`config.mk`:
```
export PLATFORM = sky130hd
export DESIGN_NAME = hdmi_pll_seq
export DESIGN_NICKNAME = d
export VERILOG_FILES = /design/src/rtl/hdmi_pll_pkg.sv /design/src/rtl/sync2.sv /design/src/rtl/hdmi_pll_seq.sv
export SDC_FILE = /design/constraint.sdc
export NUM_CORES = 1
export LEC_CHECK = 0
export ABC_CLOCK_PERIOD_IN_PS = 6500
export CORE_ASPECT_RATIO = 0.8
export CORE_MARGIN = 4
export CORE_UTILIZATION = 30
export CTS_CLUSTER_DIAMETER = 150
export DETAILED_ROUTE_END_ITERATION = 12
export PLACE_DENSITY = 0.6
export REMOVE_ABC_BUFFERS = 1
export SETUP_SLACK_MARGIN = 0.02
export SLEW_MARGIN = 30
export SYNTH_ARGS = -nofsm -noshare
export SYNTH_HDL_FRONTEND = slang
export SYNTH_HIERARCHICAL = 1
export SYNTH_SLANG_ARGS = --single-unit
export TNS_END_PERCENT = 30
```
`constraint.sdc`:
```
create_clock -name init_clk -period 6.5 [get_ports init_clk]
set_input_delay 1.625 -clock init_clk [delete_from_list [all_inputs] [get_ports init_clk]]
set_output_delay 1.625 -clock init_clk [all_outputs]
set_load 0.01 [all_outputs]
```
`src/rtl/hdmi_pll_pkg.sv`:
```
// ============================================================================
// Module : hdmi_pll_pkg
// Brief  : Shared state encoding and default settings for the HDMI PLL supervisor.
// Rev    : 1.0 - initial release
// ============================================================================
`default_nettype none

package hdmi_pll_pkg;

    typedef enum logic [2:0] {
        ST_RST    = 3'd0,
        ST_WAIT   = 3'd1,
        ST_STABLE = 3'd2,
        ST_LOCKED = 3'd3,
        ST_FAIL   = 3'd4
    } state_t;

    localparam logic [5:0] C_ICPSEL_INIT  = 6'd16;
    localparam logic [2:0] C_LPFRES_START = 3'd0;

endpackage

`default_nettype wire

```
`src/rtl/sync2.sv`:
```
// ============================================================================
// Module : sync2
// Brief  : Generic two-flop single-bit synchronizer, resets to 0.
// Rev    : 1.0 - initial release
// ============================================================================
`default_nettype none

module sync2 (
    input  logic clk,
    input  logic rst,
    input  logic d,
    output logic q
);

    logic r_meta;
    logic r_sync;

    always_ff @(posedge clk) begin
        if (rst) begin
            r_meta <= 1'b0;
            r_sync <= 1'b0;
        end else begin
            r_meta <= d;
            r_sync <= r_meta;
        end
    end

    assign q = r_sync;

endmodule

`default_nettype wire

```
`src/rtl/hdmi_pll_seq.sv`:
```
// ============================================================================
// Module : hdmi_pll_seq
// Brief  : HDMI PLL reset/lock supervisor with timeout, debounce and lpfres sweep.
// Rev    : 1.0 - initial release
// ============================================================================
`default_nettype none

module hdmi_pll_seq
    import hdmi_pll_pkg::*;
#(
    parameter int         RST_CYC          = 16,
    parameter int         LOCK_TIMEOUT_CYC = 50000,
    parameter int         STABLE_CYC       = 1024,
    parameter int         MAX_TRY          = 8,
    parameter logic [5:0] ICPSEL_INIT      = C_ICPSEL_INIT,
    parameter logic [2:0] LPFRES_START     = C_LPFRES_START
) (
    input  logic       init_clk,
    input  logic       reset,
    input  logic       pll_lock,
    input  logic       force_relock,
    output logic       pll_rst,
    output logic [5:0] icpsel,
    output logic [2:0] lpfres,
    output logic       video_rst,
    output logic       locked,
    output logic       fail,
    output logic [3:0] try_cnt
);

    localparam int c_MAX_A   = (RST_CYC > LOCK_TIMEOUT_CYC) ? RST_CYC : LOCK_TIMEOUT_CYC;
    localparam int c_MAX_CYC = (c_MAX_A > STABLE_CYC) ? c_MAX_A : STABLE_CYC;
    localparam int c_TW      = $clog2(c_MAX_CYC) + 1;

    localparam logic [c_TW-1:0] c_RST_END    = c_TW'(RST_CYC - 1);
    localparam logic [c_TW-1:0] c_WAIT_END   = c_TW'(LOCK_TIMEOUT_CYC - 1);
    localparam logic [c_TW-1:0] c_STABLE_END = c_TW'(STABLE_CYC - 1);
    localparam logic [3:0]      c_MAX_TRY    = 4'(MAX_TRY);

    state_t          r_state;
    logic [c_TW-1:0] r_timer;
    logic [3:0]      r_try_cnt;
    logic [2:0]      r_lpfres;
    logic            r_pll_rst;
    logic            r_video_rst;
    logic            r_locked;
    logic            r_fail;
    logic            w_lock_s;

    state_t          w_state_nxt;
    logic [c_TW-1:0] w_timer_nxt;
    logic [3:0]      w_try_nxt;
    logic [2:0]      w_lpf_nxt;

    sync2 u_lock_sync (
        .clk (init_clk),
        .rst (reset),
        .d   (pll_lock),
        .q   (w_lock_s)
    );

    always_comb begin
        w_state_nxt = r_state;
        w_timer_nxt = r_timer + 1'b1;
        w_try_nxt   = r_try_cnt;
        w_lpf_nxt   = r_lpfres;

        case (r_state)
            ST_RST: begin
                if (r_timer == c_RST_END) begin
                    w_state_nxt = ST_WAIT;
                    if (r_try_cnt < c_MAX_TRY) begin
                        w_try_nxt = r_try_cnt + 4'd1;
                    end
                end
            end
            ST_WAIT: begin
                if (w_lock_s) begin
                    w_state_nxt = ST_STABLE;
                end else if (r_timer == c_WAIT_END) begin
                    if (r_try_cnt == c_MAX_TRY) begin
                        w_state_nxt = ST_FAIL;
                    end else begin
                        w_state_nxt = ST_RST;
                        w_lpf_nxt   = r_lpfres + 3'd1;
                    end
                end
            end
            ST_STABLE: begin
                // A lock drop sends us back to WAIT without costing an attempt.
                if (!w_lock_s) begin
                    w_state_nxt = ST_WAIT;
                end else if (r_timer == c_STABLE_END) begin
                    w_state_nxt = ST_LOCKED;
                end
            end
            ST_LOCKED: begin
                w_timer_nxt = '0;
                // Keep lpfres on lock loss: it already produced a lock.
                if (!w_lock_s) begin
                    w_state_nxt = ST_RST;
                    w_try_nxt   = 4'd0;
                end
            end
            ST_FAIL: begin
                w_timer_nxt = '0;
            end
            default: begin
                w_state_nxt = ST_RST;
                w_timer_nxt = '0;
            end
        endcase

        if (w_state_nxt != r_state) begin
            w_timer_nxt = '0;
        end

        if (force_relock) begin
            w_state_nxt = ST_RST;
            w_timer_nxt = '0;
            w_try_nxt   = 4'd0;
            w_lpf_nxt   = LPFRES_START;
        end
    end

    // Output flops decode the next state so they switch together with r_state.
    always_ff @(posedge init_clk) begin
        if (reset) begin
            r_state     <= ST_RST;
            r_timer     <= '0;
            r_try_cnt   <= 4'd0;
            r_lpfres    <= LPFRES_START;
            r_pll_rst   <= 1'b1;
            r_video_rst <= 1'b1;
            r_locked    <= 1'b0;
            r_fail      <= 1'b0;
        end else begin
            r_state     <= w_state_nxt;
            r_timer     <= w_timer_nxt;
            r_try_cnt   <= w_try_nxt;
            r_lpfres    <= w_lpf_nxt;
            r_pll_rst   <= (w_state_nxt == ST_RST) || (w_state_nxt == ST_FAIL);
            r_video_rst <= (w_state_nxt != ST_LOCKED);
            r_locked    <= (w_state_nxt == ST_LOCKED);
            r_fail      <= (w_state_nxt == ST_FAIL);
        end
    end

    assign pll_rst   = r_pll_rst;
    assign icpsel    = ICPSEL_INIT;
    assign lpfres    = r_lpfres;
    assign video_rst = r_video_rst;
    assign locked    = r_locked;
    assign fail      = r_fail;
    assign try_cnt   = r_try_cnt;

endmodule

`default_nettype wire

```
==> results.cfg <==
[timing]
fin_tns_setup_ns = 0
timing.hold.ws_ns = 0.441
max_freq_mhz = 318
setup_viol = 0
post-route-period-util_pct = 48.3
relSlewSlack_pct = 46.2
rsz0062_at_grt = no
hold_viol_final = 0
clock_skew_ns = 0.00876
maxSlewViolCount = 0
fin_crit_ns = 3.14
finalWorstSetupSlack_ns = 3.36
worst_slew_pin_slew_ns = 0.803

[synthesis]
syn_inst = 174
muxShareOfSynthArea_pct = 1.23
yosysUniqueCellTypes = 41
ys_warn_count = 6
async_flop_share_pct = 0
synth.yosys.seq_area_share_pct = 40.7
netlist_area_um2 = 1620
synth_edf_count = 0
synth.avg_cell_area_um2 = 9.32
synth-simple-area-share_pct = 24.5
synth_compound_area_share_pct = 15.0
synth_top_family_by_area = simple AND/OR/NAND/NOR gates
synth_flop_cell = dfxtp_1
synth-seq-cells = 33
synth-xor-area-share_pct = 9.18
yosys.area_share.adder_pct = 3.09

[cells_and_area]
fin_util_pct = 36.4
nNetsFinal = 196
final_cell_mix = 33 x dfxtp_1, 17 x nor2_1, 14 x clkdlybuf4s50_1
antennaDiodeCount = 0
post_layout_nonfiller_instances = 251
fillers = 532
multiInputGateArea_um2 = 882
final_common_cell = dfxtp_1
drive_gt1_share_pct = 12.7
syn_to_final_growth_pct = 15.0
seqCellArea_um2 = 661
finalInstanceArea_um2 = 1870

[die]
die_x_um = 90.2
die_area_um2 = 6650
rows = 23
io_pins = 21
core_area_um2 = 5120
start_util_pct = 31.7
die_y_um = 73.8

[route]
drt_iter0_markers = 92
vias = 1194
drtPass1Iterations = 4
avgViaCountPerCell = 4.76
drc = 0
wl_um = 3060
detail-route-antenna-nets = 0
wl_per_cell_um = 12.2

[clocking]
clk_latency_ns = 0.28
cts.clk_slew.worst_paths_ns = 0.07
htree_levels = 2
post_cts_resized = 0
clock-root-buffer = clkbuf_8
clockBufferDepth = 2
cts_buffers = 5
hold_buffers = 0
post-cts-setup-buffers = 0
cts_tree = done
clock_sinks = 33

[global_routing]
antenna_found_initial = 0
overflow = 0
grt_max_degree = 18
grt_usage_pct = 9.62
grt_pass1_wl_um = 5070
grt_pass1_vias = 1062

[place]
place_inst = 243
placed_area_um2 = 1780
io_buffers = 14
routabilityCongestion = 0.713
dp_slack_ns = 3.06
post-dp-hpwl_um = 2240

[critical_path]
worstSetupPathType = input port to flop
end_kind = flop
crit_path_start_kind = input port
r2r_cells = 6
required_ns = 6.69
cp.arrival_ns = 3.33
cp_max_fo = 17

[hold_path]
worstHoldPathType = flop to flop
holdPathStages = 1

[power]
powerDensity_nw_per_um2 = 195
power.total_mw = 0.364
ir_drop_mv = 0.127
p_leak_nw = 0.626

[status]
status = finished clean

[flow_run]
cap_violations = 0
report_power, final:
group	leakage (nW)	internal [mW]	total, mW	switching, mW
registers	0.266	0.203	0.204	0.00107
clock network	0.0439	0.0738	0.149	0.0754
logic	0.316	0.00350	0.0102	0.00669
synthesized netlist by cell type (all sizes together) (2+ instances only):
cell type | instances | area, um^2
a41oi | 2 | 17.5
a21oi | 6 | 30.0
ha | 4 | 50.1
nor2 | 17 | 63.8
inv | 5 | 18.8
xnor2 | 9 | 78.8
nand3 | 11 | 60.1
nand4b | 2 | 17.5
and3 | 5 | 31.3
mux2i | 2 | 20.0
clkbuf | 2 | 8.75
or3b | 2 | 20.0
and2 | 2 | 12.5
xor2 | 8 | 70.1
nor3 | 5 | 25.0
a211oi | 12 | 140
or2 | 2 | 12.5
nand2 | 10 | 37.5
dfxtp | 33 | 661
nand4 | 2 | 12.5
or3 | 2 | 12.5
nor2b | 4 | 25.0
a31o | 2 | 17.5
nor4 | 4 | 25.0
conb | 2 | 7.51
buf | 9 | 66.3
nand3b | 2 | 15.0
flip-flops by register name, summed over array words and instances (netlist names):
register / flops
u_lock_sync/q: 1
r_state: 3
pll_rst: 1
try_cnt: 4
locked: 1
lpfres: 3
video_rst: 1
r_timer: 17
u_lock_sync/r_meta: 1
fail: 1
final cells by class:
type	instances	area share [%]
Timing Repair Buffer	14	7.51
Clock inverter	3	0.939
Sequential cell	33	35.4
Multi-Input combinational cell	129	47.3
Tap cell	62	4.16
Inverter	5	1.01
Clock buffer	5	3.69
final timing paths:
check | start | end | slack, ns
setup / recovery | reset | r_timer[14]$_SDFF_PP0_ | 3.36
hold / removal | u_lock_sync/r_meta$_SDFF_PP0_ | u_lock_sync/q$_SDFF_PP0_ | 0.44
setup reg to reg | r_timer[0]$_SDFF_PP0_ | r_timer[14]$_SDFF_PP0_ | 3.93
hold reg to reg | u_lock_sync/r_meta$_SDFF_PP0_ | u_lock_sync/q$_SDFF_PP0_ | 0.44
per-layer routing:
| layer | vias up | GRT usage [%] | share of wire, % |
|---|---|---|---|
| met5 | - | 0 | 0 |
| met4 | 0 | 3.57 | 1.2 |
| met3 | 5 | 2.76 | 3.1 |
| met2 | 16 | 13.3 | 38 |
| met1 | 539 | 14.0 | 58 |
| li1 | 634 | - | - |
cell families after synthesis:
logic type,Yosys count
adder cells (fa/ha/maj),4
flip-flops,33
AND/OR/NAND/NOR,73
multiplexers,2
other,2
XOR/XNOR,17
buffers and inverters,16
AO/OA/AOI/OAI,27
critical path, stage by stage:
cell,delay (ns)
clkdlybuf4s50_1,0.45
or2_2,0.36
nor2_1,0.13
nand3_2,0.39
a211oi_1,0.36
Power figures use the tool's default switching activity.
